### config.mk
export PLATFORM = sky130hd
export DESIGN_NAME = jtag_tap_ctrl
export DESIGN_NICKNAME = d
export VERILOG_FILES = /design/src/rtl/jtag_tap_ctrl.sv
export SDC_FILE = /design/constraint.sdc
export NUM_CORES = 1
export LEC_CHECK = 0
export ABC_CLOCK_PERIOD_IN_PS = 2500
export CAP_MARGIN = 20
export CORE_MARGIN = 4
export CORE_UTILIZATION = 58
export CTS_CLUSTER_SIZE = 24
export DETAILED_ROUTE_END_ITERATION = 10
export PLACE_DENSITY = 0.84
export SETUP_SLACK_MARGIN = 0.2
export SLEW_MARGIN = 30
export SYNTH_ARGS = -nofsm -noshare
export SYNTH_HDL_FRONTEND = slang
export SYNTH_SLANG_ARGS = --single-unit
### constraint.sdc
create_clock -name TCK -period 2.5 [get_ports TCK]
set_clock_uncertainty 0.2 [all_clocks]
set_input_delay 0.5 -clock TCK [delete_from_list [all_inputs] [get_ports TCK]]
set_output_delay 0.5 -clock TCK [all_outputs]
set_load 0.05 [all_outputs]
### src/rtl/jtag_tap_ctrl.sv
// IEEE 1149.1 TAP controller driving a BSCANE2-style user-scan interface.
// Holds IR, IDCODE and BYPASS registers and returns the selected TDO on the TCK falling edge.
`timescale 1ns/1ps
module jtag_tap_ctrl #(
  parameter int unsigned       IR_LEN    = 6,
  parameter logic [IR_LEN-1:0] USER_IR   = 6'h02,
  parameter logic [IR_LEN-1:0] IDCODE_IR = 6'h09,
  parameter logic [31:0]       IDCODE    = 32'h13631093
) (
  input  logic TCK,
  input  logic TRST_N,
  input  logic TMS,
  input  logic TDI,
  output logic TDO,
  output logic TDO_EN,
  input  logic USER_TDO,
  output logic CAPTURE,
  output logic SHIFT,
  output logic UPDATE,
  output logic RESET,
  output logic RUNTEST,
  output logic SEL,
  output logic USER_TDI
);

  typedef enum logic [3:0] {
    TLR, RTI,
    SEL_DR, CAP_DR, SH_DR, EX1_DR, PAUSE_DR, EX2_DR, UPD_DR,
    SEL_IR, CAP_IR, SH_IR, EX1_IR, PAUSE_IR, EX2_IR, UPD_IR
  } tap_state_e;

  tap_state_e        state, state_nxt;
  logic [IR_LEN-1:0] ir, ir_shift;
  logic [31:0]       idcode_shift;
  logic              bypass;
  logic              dr_idcode, dr_user, dr_tdo;

  always_ff @(posedge TCK or negedge TRST_N) begin
    if (!TRST_N) state <= TLR;
    else         state <= state_nxt;
  end

  always_comb begin
    state_nxt = state;
    CAPTURE   = 1'b0;
    SHIFT     = 1'b0;
    UPDATE    = 1'b0;
    RESET     = 1'b0;
    RUNTEST   = 1'b0;
    case (state)
      TLR:      begin state_nxt = TMS ? TLR    : RTI;      RESET   = 1'b1; end
      RTI:      begin state_nxt = TMS ? SEL_DR : RTI;      RUNTEST = 1'b1; end
      SEL_DR:         state_nxt = TMS ? SEL_IR : CAP_DR;
      CAP_DR:   begin state_nxt = TMS ? EX1_DR : SH_DR;    CAPTURE = 1'b1; end
      SH_DR:    begin state_nxt = TMS ? EX1_DR : SH_DR;    SHIFT   = 1'b1; end
      EX1_DR:         state_nxt = TMS ? UPD_DR : PAUSE_DR;
      PAUSE_DR:       state_nxt = TMS ? EX2_DR : PAUSE_DR;
      EX2_DR:         state_nxt = TMS ? UPD_DR : SH_DR;
      UPD_DR:   begin state_nxt = TMS ? SEL_DR : RTI;      UPDATE  = 1'b1; end
      SEL_IR:         state_nxt = TMS ? TLR    : CAP_IR;
      CAP_IR:         state_nxt = TMS ? EX1_IR : SH_IR;
      SH_IR:          state_nxt = TMS ? EX1_IR : SH_IR;
      EX1_IR:         state_nxt = TMS ? UPD_IR : PAUSE_IR;
      PAUSE_IR:       state_nxt = TMS ? EX2_IR : PAUSE_IR;
      EX2_IR:         state_nxt = TMS ? UPD_IR : SH_IR;
      UPD_IR:         state_nxt = TMS ? SEL_DR : RTI;
      default:        state_nxt = TLR;
    endcase
  end

  // IR is forced to IDCODE on every edge spent in Test-Logic-Reset
  always_ff @(posedge TCK or negedge TRST_N) begin
    if (!TRST_N) begin
      ir       <= IDCODE_IR;
      ir_shift <= '0;
    end else begin
      case (state)
        TLR:     ir       <= IDCODE_IR;
        CAP_IR:  ir_shift <= {{(IR_LEN-2){1'b0}}, 2'b01};
        SH_IR:   ir_shift <= {TDI, ir_shift[IR_LEN-1:1]};
        UPD_IR:  ir       <= ir_shift;
        default: ;
      endcase
    end
  end

  assign dr_idcode = (ir == IDCODE_IR);
  assign dr_user   = (ir == USER_IR);
  assign SEL       = dr_user;
  assign USER_TDI  = TDI;

  // USER_IR leaves both local data registers untouched
  always_ff @(posedge TCK or negedge TRST_N) begin
    if (!TRST_N) begin
      idcode_shift <= '0;
      bypass       <= 1'b0;
    end else if (dr_idcode) begin
      if (state == CAP_DR)     idcode_shift <= IDCODE;
      else if (state == SH_DR) idcode_shift <= {TDI, idcode_shift[31:1]};
    end else if (!dr_user) begin
      if (state == CAP_DR)     bypass <= 1'b0;
      else if (state == SH_DR) bypass <= TDI;
    end
  end

  always_comb begin
    dr_tdo = bypass;
    if (dr_idcode)    dr_tdo = idcode_shift[0];
    else if (dr_user) dr_tdo = USER_TDO;
  end

  always_ff @(negedge TCK or negedge TRST_N) begin
    if (!TRST_N) begin
      TDO    <= 1'b0;
      TDO_EN <= 1'b0;
    end else begin
      TDO_EN <= (state == SH_IR) || (state == SH_DR);
      if (state == SH_IR)      TDO <= ir_shift[0];
      else if (state == SH_DR) TDO <= dr_tdo;
    end
  end

endmodule

# [Yosys cells after proc, flatten, opt, wreduce, memory -nomap -nowiden]
# Cells that the tools add are included.
[word_totals] regBits=51 input_bits=5 output_inout_bits=9 wordCells=65
[classes] n_eq_ne=17 mux=28 bitwise=2 reduce_logical=11
[ops] operator="two-way mux 32 bit" n=2
[ops] operator="one-hot mux 4 bit (12 select lines)" n=1
[ops] operator="== test 4 bit, second input constant" n=8
[ops] operator="one-hot mux 6 bit (2 select lines)" n=2
[ops] operator="== test 4 x 3 -> 1 bit, second input constant" n=4
[ops] operator="two-way mux 4 bit" n=4
[ops] operator="two-way mux 1 bit" n=14
[ops] operator="== test 4 x 2 -> 1 bit, second input constant" n=2
[ops] operator="nonzero test 2 bit" n=4
[ops] operator="== test 6 x 2 -> 1 bit, second input constant" n=1
[ops] operator="== test 6 x 4 -> 1 bit, second input constant" n=1
[ops] operator="two-way mux 2 bit" n=3
[ops] operator="two-way mux 3 bit" n=2
[ops] operator="== test 4 x 1 -> 1 bit, second input constant" n=1
[ops] operator="logical NOT 4 bit" n=1
[ops] operator="OR reduction 2 bit" n=2
[ops] operator="AND reduction 3 bit" n=1
[ops] operator="OR reduction 3 bit" n=1
[ops] operator="NOT 1 bit" n=2
[ops] operator="AND reduction 2 bit" n=1
[ops] operator="logical OR 1 bit" n=1

# [Depth between registers and ports, before layout]
# Gate-level depths: netlist of the first run.
[depth] ltp_word=5 mapped_depth=8 depth_no_buf=6

==> results.sh, run 1 <==
export IMPL_status="complete, but fails checks"
export IMPL_failed_checks="setup timing"
export IMPL_ys_seq_area_share_pct=54.2
export IMPL_grt_start_max_net_pins=65
export IMPL_nNetsFinal=308
export IMPL_viasPerCell=5.79
export IMPL_synth_enable_flop_cells=0
export IMPL_clk_path_buf_depth=2
export IMPL_syn_area_per_cell_um2=8.81
export IMPL_dp_hpwl_um=3260
export IMPL_path_buf_inv=1
export IMPL_ys_ff_latch=51
export IMPL_areaGrowthSynthToFinish_pct=29.2
export IMPL_numClockSinks=51
export IMPL_yosysWarnings=0
export IMPL_dominantRegCellSynth="dfrtp_1"
export IMPL_synth_nets=273
export IMPL_crit_start="TDO$_DFFE_NN0P_"
export IMPL_slowest_delay_ps=480
export IMPL_port_buffers=13
export IMPL_relSlewSlack_pct=75.0
export IMPL_utilization_pct=80.3
export IMPL_drc_errors=0
export IMPL_yosys_area_top_type="dfrtp_1"
export IMPL_worstPathArrival_ps=2200
export IMPL_grt_usage_pct=23.0
export IMPL_total_power_w=0.00367
export IMPL_path_class="register to output pin"
export IMPL_worst_pin_slew_ps=374
export IMPL_reg2reg_depth=5
export IMPL_synth_most_common_cell="nand2_1"
export IMPL_row_count=22
export IMPL_powerDensity_mw_per_mm2=1200
export IMPL_initial_utilization_pct=62.2
export IMPL_ir_worst_vdd_mv=0.825
export IMPL_async_flop_share_pct=100
export IMPL_ctsHoldBuffers=0
export IMPL_grt_pass1_wl_um=9330
export IMPL_crit_path_end="TDO"
export IMPL_grt_remaining_overflow=0
export IMPL_drt_pre_antenna_iters=5
export IMPL_crit_slowest_cell="dfrtn_1"
export IMPL_cellLeakagePower_nw=1.34
export IMPL_gp_congestion=0.851
export IMPL_cts_htree_levels=2
export IMPL_worst_slack_ps=-395
export IMPL_clockRootBuffer="clkbuf_8"
export IMPL_maxCapViolations=0
export IMPL_drv_slew=0
export IMPL_drive_gt1_share_pct=23.7
export IMPL_worstSetupEndpointType="output pin"
export IMPL_numCtsBuffers=5
export IMPL_dieArea_mm2=0.00516
export IMPL_critPathLaunchType="register"
export IMPL_cp_top_family="flip-flops"
export IMPL_final_antenna_net_count=0
export IMPL_fp_dieW_um=71.8
export IMPL_antenna_found_initial=0
export IMPL_post_place_ws_ps=-384
export IMPL_syn_area_mm2=0.00236
export IMPL_core_area_mm2=0.00380
export IMPL_finalHoldViolCount=0
export IMPL_synth_area_leaders="dfrtp_1 (50%), nand2_1 (11%), o21ai_1 (6.6%)"
export IMPL_grt_pass1_vias=1966
export IMPL_reg2reg_from="ir[2]$_DFFE_PN0P_"
export IMPL_synth_top_cell_area_share_pct=49.8
export IMPL_via_count=2037
export IMPL_synth_commonest_cells="nand2_1 (67), dfrtp_1 (47), o21ai_1 (31)"
export IMPL_worstPathCellList="buf_12"
export IMPL_ios=14
export IMPL_clkLatencyLatePin_ps=310
export IMPL_n_antenna_cell=0
export IMPL_worst_path_stages=1
export IMPL_die_h_um=71.8
export IMPL_hp_class="primary input to asynchronous set/reset pin"
export IMPL_tritoncts="built"
export IMPL_dr_first_iter_drc_count=228
export IMPL_clk_pin_slew_ps=100
export IMPL_drt_wl_total_um=5530
export IMPL_finalSetupViolCount=4
export IMPL_r2r_setup_slack_ps=-250
export IMPL_wire_per_inst_um=15.7
export IMPL_rr_endpoint="TDO$_DFFE_NN0P_"
export IMPL_rsz0062_at_grt="true"
export IMPL_ys_types=38
export IMPL_cp_required_ps=1800
export IMPL_synthesis_instances=268
export IMPL_cp_max_fo=2
routing by layer:
layer | global-route usage [%] | up-vias | part of all wire, %
met2 | 36.6 | 67 | 47
met3 | 5.19 | 17 | 5.7
met1 | 31.2 | 977 | 45
met4 | 7.93 | 0 | 2.3
li1 | - | 976 | -
met5 | 0 | - | 0
what timing repair did:
action,CTS,global route
buffers inserted,5,0
setup endpoints to repair,7,18
gates resized for setup,12,14
pin swaps,3,3
state kept, by name, indices dropped and copies added, names as in the netlist:
name          cells
TDO_EN            1
ir                6
state             4
idcode_shift     32
bypass            1
TDO               1
ir_shift          6
report_power, final:
group	leakage, nW	internal, W	switching (W)
sequential	0.676	0.00111	0.000191
clock	0.0548	0.000302	0.000288
combinational	0.610	0.000754	0.00103
total	1.34	0.00216	0.00151
worst min path at each step:
stage / from / slack, ps / depth (start not counted) / endpoint
2_1_floorplan: TRST_N / 4 / 0 / bypass$_DFFE_PN0P_
3_3_place_gp: idcode_shift[4]$_DFFE_PN0P_ / 260 / 2 / idcode_shift[4]$_DFFE_PN0P_
3_5_place_dp: idcode_shift[4]$_DFFE_PN0P_ / 270 / 2 / idcode_shift[4]$_DFFE_PN0P_
4_1_cts: TRST_N / 20 / 2 / ir[4]$_DFFE_PN0P_
5_1_grt: TRST_N / 30 / 2 / ir[4]$_DFFE_PN0P_
6_report: TRST_N / 8 / 2 / ir[4]$_DFFE_PN0P_
kinds of logic (layout without fill, tap and decap cells):
family	after synthesis	after routing	share of synthesized area [%]
AOI/OAI and AO/OA	72	72	18.3
buffers and inverters	25	61	5.62
and+or+nand+nor	119	119	21.5
DFF	51	51	54.2
xor gates and xnor gates	1	1	0.371
metrics by stage:
step                instance area [um2]  TNS [ps]  instances  hold slack, ps
floorplan                          2390      -516        268            4.41
global placement                   2780      -518        339             262
detailed placement                 2780      -534        339             271
CTS                                3000      -971        352            22.6
global route                       3050     -1190        352            30.5
finish                             3050     -1020        352            7.58
final cells by class:
class	count	area (um2)
Timing Repair Buffer	48	531
Sequential cell	51	1280
Clock inverter	3	46.3
Inverter	5	26.3
Clock buffer	5	68.8
Fill cell	213	748
Tap cell	48	60.1
Multi-Input combinational cell	192	1040
cell usage in the layout (no fill, tap or decap), types with 3 or more instances in the layout:
master	count
buf_4	27
buf_6	6
o21ai_0	10
clkdlybuf4s50_1	3
nand2b_1	3
o32ai_1	3
nand2_1	67
o21ai_1	31
clkbuf_8	5
a21oi_1	8
nor2_1	24
buf_12	10
nor3_4	3
dfrtp_1	47
o22ai_1	4
o211ai_1	3
nand3_1	5
nor2b_1	4
(Power assumes the default switching activity.)
==> run 2, diff against run 1 <==
--- a/config.mk
+++ b/config.mk
@@ -5,13 +5,13 @@
 export SDC_FILE = /design/constraint.sdc
 export NUM_CORES = 1
 export LEC_CHECK = 0
-export ABC_CLOCK_PERIOD_IN_PS = 2500
+export ABC_CLOCK_PERIOD_IN_PS = 2400
 export CAP_MARGIN = 20
 export CORE_MARGIN = 4
-export CORE_UTILIZATION = 58
+export CORE_UTILIZATION = 53
 export CTS_CLUSTER_SIZE = 24
 export DETAILED_ROUTE_END_ITERATION = 10
-export PLACE_DENSITY = 0.84
+export PLACE_DENSITY = 0.81
 export SETUP_SLACK_MARGIN = 0.2
 export SLEW_MARGIN = 30
 export SYNTH_ARGS = -nofsm -noshare
==> constraint.sdc (replaced) <==
create_clock -name TCK -period 2.4 [get_ports TCK]
set_clock_uncertainty 0.2 [all_clocks]
set_input_delay 0.48 -clock TCK [delete_from_list [all_inputs] [get_ports TCK]]
set_output_delay 0.48 -clock TCK [all_outputs]
set_load 0.05 [all_outputs]
==> run 2 against run 1 <==
The run still ends with setup timing left. Setup slack lost 18 ps. Sequential share of layout area shrank 4.3 points. Utilization shrank 1.7 points. Largest power group unchanged. Worst hold slack gained 290 ps. Highest routed layer unchanged. Non-clock buffer count grew 13. Count of clock-buffer cells in the layout is the same.
==> results.sh, run 2 (same netlist as run 1, synthesis figures left out) <==
export IMPL_grt_pass1_vias=1934
export IMPL_finalHoldViolCount=0
export IMPL_p_int_w=0.00253
export IMPL_top_regs="idcode_shift x32, ir x6, ir_shift x6"
export IMPL_die_h_um=74.7
export IMPL_numCtsBuffers=5
export IMPL_crit_slowest_cell="dfrtn_1"
export IMPL_nNetsFinal=322
export IMPL_fin_area_mm2=0.00340
export IMPL_hp_start="idcode_shift[10]$_DFFE_PN0P_"
export IMPL_cp_required_ps=1720
export IMPL_cellLeakagePower_nw=1.47
export IMPL_n_antenna_cell=0
export IMPL_worstPathArrival_ps=2130
export IMPL_drc_errors=0
export IMPL_crit_start="TDO$_DFFE_NN0P_"
export IMPL_regMostFlops="idcode_shift"
export IMPL_num_fill_cells=241
export IMPL_dr_first_iter_drc_count=164
export IMPL_ir_worst_vdd_mv=0.858
export IMPL_rr_endpoint="TDO$_DFFE_NN0P_"
export IMPL_drt_wl_total_um=6860
export IMPL_row_count=24
export IMPL_hp_class="register to register"
export IMPL_reg2reg_depth=5
export IMPL_drive_gt1_share_pct=38.4
export IMPL_numClockSinks=51
export IMPL_clockRootBuffer="clkbuf_8"
export IMPL_cp_max_fo=2
export IMPL_finalSetupViolCount=9
export IMPL_clk_path_buf_depth=2
export IMPL_status="complete, but fails checks"
export IMPL_stdcell_count=370
export IMPL_powerDensity_mw_per_mm2=1310
export IMPL_via_count=2177
export IMPL_worstSetupEndpointType="output pin"
export IMPL_port_buffers=13
export IMPL_grt_usage_pct=22.1
export IMPL_core_area_mm2=0.00432
export IMPL_maxCapViolations=0
export IMPL_cp_top_family="flip-flops"
export IMPL_critPathLaunchType="register"
export IMPL_viasPerCell=5.88
export IMPL_clkLatencyLatePin_ps=320
export IMPL_worstPathCellList="buf_12"
export IMPL_p_comb_share_pct=56.7
export IMPL_hold_end="idcode_shift[10]$_DFFE_PN0P_"
export IMPL_switching_share_pct=43.0
export IMPL_gp_congestion=0.812
export IMPL_wire_per_inst_um=18.5
export IMPL_final_cell_mix="dfrtp_1 (47), nand2_1 (41), buf_4 (26), nor2_1 (23), o21ai_1 (23)"
export IMPL_hold_depth=2
export IMPL_switchingPower_w=0.00191
export IMPL_rsz0062_at_grt="true"
export IMPL_ios=14
export IMPL_dp_cells=341
export IMPL_initial_utilization_pct=54.6
export IMPL_layout_commonest_cell="dfrtp_1"
export IMPL_worst_slack_ps=-413
export IMPL_worst_path_stages=1
export IMPL_path_class="register to output pin"
export IMPL_clk_pin_slew_ps=90
export IMPL_dp_hpwl_um=3320
export IMPL_slowest_delay_ps=470
export IMPL_drt_pre_antenna_iters=4
export IMPL_reg2reg_from="ir[2]$_DFFE_PN0P_"
export IMPL_fp_dieW_um=74.7
export IMPL_grt_remaining_overflow=0
export IMPL_tritoncts="built"
export IMPL_grt_start_max_net_pins=53
export IMPL_grt_pass1_wl_um=9250
export IMPL_worst_pin_slew_ps=567
export IMPL_antenna_found_initial=0
export IMPL_dieArea_mm2=0.00559
export IMPL_path_buf_inv=1
export IMPL_drv_slew=0
export IMPL_largest_reg_flops=32
export IMPL_final_antenna_net_count=0
export IMPL_r2r_setup_slack_ps=-310
export IMPL_failed_checks="setup timing"
export IMPL_cts_htree_levels=2
export IMPL_placed_cell_area_mm2=0.00278
export IMPL_p_seq_share_pct=31.4
export IMPL_clkPwrFrac_pct=11.9
export IMPL_areaGrowthSynthToFinish_pct=43.9
export IMPL_relSlewSlack_pct=62.2
-- run 2: stage by stage --
step           setup slack (ps)  hold WS [ps]  setup TNS [ps]  total power [W]  util [%]
2_1_floorplan              -327         -15.6            -711          0.00246         -
3_3_place_gp               -393           133            -638          0.00294      64.4
3_5_place_dp               -399           138            -651          0.00301      64.4
4_1_cts                    -407           310           -1150          0.00385      72.5
5_1_grt                    -434           328           -2110          0.00468      78.6
6_report                   -413           300           -1320          0.00444      78.6
-- run 2: area by class of cell --
type	instances	area, um2	share of cell area, %
Clock inverter	3	23.8	0.700
Tap cell	52	65.1	1.91
Inverter	5	23.8	0.700
Timing Repair Buffer	61	736	21.6
Multi-Input combinational cell	193	1200	35.4
Sequential cell	51	1280	37.6
Clock buffer	5	68.8	2.03
-- run 2: what timing repair did --
| item | CTS | global route |
|---|---|---|
| resized for setup | 54 | 22 |
| hold buffers | 1 | 0 |
| endpoints found under the hold margin | 3 | 0 |
| buffers inserted | 10 | 3 |
| pin swaps | 37 | 6 |
| endpoints found under the setup margin | 10 | 43 |
| cloned | 0 | 7 |
-- run 2: routing by layer --
metal  GRT usage, %  up-vias  routed length [um]
met3           4.14       23                 362
met1           27.2     1060                2700
li1               -     1015                   -
met4           7.71        0                 242
met5              0        -                   0
met2           38.9       79                3560
-- run 2: power groups by stage --
stage	logic (W)	clock network, W	registers (W)
global route	0.00269	0.000570	0.00142
CTS	0.00197	0.000516	0.00137
global placement	0.00160	0	0.00134
floorplan	0.00112	0	0.00134
detailed placement	0.00166	0	0.00135
finish	0.00252	0.000528	0.00139
-- run 2: how the worst max path moves through the flow --
stage                                  to  slack (ps)
after floorplan           TDO$_DFFE_NN0P_        -330
after global placement    TDO$_DFFE_NN0P_        -390
after detailed placement  TDO$_DFFE_NN0P_        -400
after CTS                             TDO        -410
after global routing                  TDO        -430
final                                 TDO        -410
==> run 3, diff against run 2 <==
--- a/config.mk
+++ b/config.mk
@@ -7,11 +7,13 @@
 export LEC_CHECK = 0
 export ABC_CLOCK_PERIOD_IN_PS = 2400
 export CAP_MARGIN = 20
+export CELL_PAD_IN_SITES_DETAIL_PLACEMENT = 1
+export CELL_PAD_IN_SITES_GLOBAL_PLACEMENT = 1
 export CORE_MARGIN = 4
-export CORE_UTILIZATION = 53
+export CORE_UTILIZATION = 40
 export CTS_CLUSTER_SIZE = 24
 export DETAILED_ROUTE_END_ITERATION = 10
-export PLACE_DENSITY = 0.81
+export PLACE_DENSITY = 0.8
 export SETUP_SLACK_MARGIN = 0.2
 export SLEW_MARGIN = 30
 export SYNTH_ARGS = -nofsm -noshare
==> run 3 against run 2 <==
Register-to-register slack got worse by 70 ps. Sequential share of layout area decreased by 3.9 points. Power rose by 20%. Critical path type unchanged. First-iteration DRC count down 40%. Largest cell class is now multi-input combinational cells. Non-clock buffer count increased by 14. Sequential power is 4% higher. Critical endpoint unchanged. Worst hold slack better by 7.9 ps. Setup slack got worse by 35 ps. Count of clock-buffer cells in the layout is the same. Critical path depth did not move. The run still ends with setup timing left.
==> results.sh, run 3 (same netlist as run 1, synthesis figures left out) <==
export IMPL_stdcell_count=403
export IMPL_worstPathArrival_ps=2170
export IMPL_fin_area_mm2=0.00380
export IMPL_grt_pass1_wl_um=13500
export IMPL_areaGrowthSynthToFinish_pct=60.8
export IMPL_fp_dieW_um=84.8
export IMPL_path_buf_inv=1
export IMPL_drive_gt1_share_pct=47.7
export IMPL_hold_end="idcode_shift[20]$_DFFE_PN0P_"
export IMPL_dp_hpwl_um=4260
export IMPL_cp_top_family="flip-flops"
export IMPL_gp_congestion=0.745
export IMPL_via_count=2316
export IMPL_crit_slowest_cell="dfrtn_1"
export IMPL_antenna_found_initial=0
export IMPL_grt_remaining_overflow=0
export IMPL_cp_required_ps=1720
export IMPL_r2r_setup_slack_ps=-380
export IMPL_slowest_delay_ps=490
export IMPL_drt_wl_total_um=9450
export IMPL_cellLeakagePower_nw=1.66
export IMPL_grt_pass1_vias=2504
export IMPL_ios=14
export IMPL_worstSetupEndpointType="output pin"
export IMPL_dp_cells=364
export IMPL_largest_reg_flops=32
export IMPL_worstPathCellList="buf_12"
export IMPL_final_cell_mix="dfrtp_1 (47), nand2_1 (41), buf_4 (32), o21ai_2 (26), nor2_1 (23)"
export IMPL_top_regs="idcode_shift x32, ir x6, ir_shift x6"
export IMPL_n_antenna_cell=0
export IMPL_final_antenna_net_count=0
export IMPL_numClockSinks=51
export IMPL_rsz0062_at_grt="true"
export IMPL_reg2reg_depth=4
export IMPL_status="complete, but fails checks"
export IMPL_ir_worst_vdd_mv=0.719
export IMPL_drc_errors=0
export IMPL_wire_per_inst_um=23.4
export IMPL_powerDensity_mw_per_mm2=1410
export IMPL_clk_pin_slew_ps=110
export IMPL_critPathLaunchType="register"
export IMPL_finalHoldViolCount=0
export IMPL_grt_start_max_net_pins=33
export IMPL_layout_commonest_cell="dfrtp_1"
export IMPL_die_h_um=84.8
export IMPL_viasPerCell=5.75
export IMPL_failed_checks="setup timing"
export IMPL_cts_htree_levels=2
export IMPL_nNetsFinal=335
export IMPL_post_place_ws_ps=-401
export IMPL_clkLatencyLatePin_ps=330
export IMPL_setup_tns_ps=-1780
export IMPL_clockRootBuffer="clkbuf_8"
export IMPL_core_area_mm2=0.00561
export IMPL_drv_slew=0
export IMPL_row_count=27
export IMPL_finalSetupViolCount=18
export IMPL_drt_pre_antenna_iters=4
export IMPL_dieArea_mm2=0.00720
export IMPL_hp_start="idcode_shift[20]$_DFFE_PN0P_"
export IMPL_hold_depth=2
export IMPL_placed_cell_area_mm2=0.00283
export IMPL_port_buffers=13
export IMPL_maxCapViolations=0
export IMPL_tritoncts="built"
export IMPL_worst_pin_slew_ps=440
export IMPL_dr_first_iter_drc_count=99
export IMPL_reg2reg_from="ir[5]$_DFFE_PN0P_"
export IMPL_relSlewSlack_pct=70.4
export IMPL_initial_utilization_pct=42.1
export IMPL_regMostFlops="idcode_shift"
export IMPL_hp_class="register to register"
export IMPL_grt_usage_pct=24.1
export IMPL_rr_endpoint="TDO$_DFFE_NN0P_"
export IMPL_path_class="register to output pin"
export IMPL_cp_max_fo=2
export IMPL_numCtsBuffers=5
export IMPL_worst_slack_ps=-448
export IMPL_clk_path_buf_depth=2
run 3: changes by cell type in the layout (fill, tap and decap cells not counted), sizes merged:
cell,change
buf,+17
bufinv,+1
clkbuf,-3
clkinv,-1
clkinvlp,-1
inv,+1
o2111ai,-1
run 3: report_power, final:
group,total (W),internal (W),leakage (nW),switching (W)
registers,0.00145,0.00115,0.676,0.000295
logic,0.00326,0.00152,0.932,0.00174
clock network,0.000634,0.000314,0.0548,0.000320
run 3: final cells by class:
type	instances	area, um2
Clock buffer	5	68.8
Clock inverter	3	46.3
Fill cell	565	1810
Inverter	5	26.3
Multi-Input combinational cell	192	1340
Sequential cell	51	1280
Tap cell	72	90.1
Timing Repair Buffer	75	945
run 3: worst max-delay path by stage:
stage,start,end,slack [ps],depth (start not counted)
after CTS,TDO$_DFFE_NN0P_,TDO,-450,1
after floorplan,ir[4]$_DFFE_PN0P_,TDO$_DFFE_NN0P_,-330,4
final,TDO$_DFFE_NN0P_,TDO,-450,1
after detailed placement,USER_TDO,TDO$_DFFE_NN0P_,-400,3
after global routing,TDO$_DFFE_NN0P_,TDO,-470,1
after global placement,USER_TDO,TDO$_DFFE_NN0P_,-430,3
run 3: per-layer routing:
metal | vias to the layer above | GRT usage (%) | part of all wire, %
li1 | 1040 | - | -
met1 | 1181 | 27.7 | 38
met2 | 66 | 44.6 | 54
met3 | 29 | 3.50 | 3.7
met4 | 0 | 9.78 | 3.9
met5 | - | 0.699 | 0
run 3: tightest hold or removal path, delay by kind of cell, from the launching register on:
| kind | cells | cell delay, ps |
|---|---|---|
| AOI/OAI and AO/OA | 1 | 50 |
| DFF | 1 | 370 |
| and+or+nand+nor | 1 | 60 |
run 3: timing repair:
action,CTS,global route
hold buffers,1,0
pin swaps,40,8
hold endpoints to repair,5,0
cloned,6,0
setup buffers,17,7
endpoints found under the setup margin,24,43
resized for setup,88,44
run 3: stage by stage:
stage                     power, W  util, %  hold slack (ps)
after global placement     0.00299     50.5              163
after CTS                  0.00471     63.3              294
final                      0.00534     67.7              308
after floorplan            0.00246        -            -15.6
after global routing       0.00559     67.7              333
after detailed placement   0.00309     50.5              169
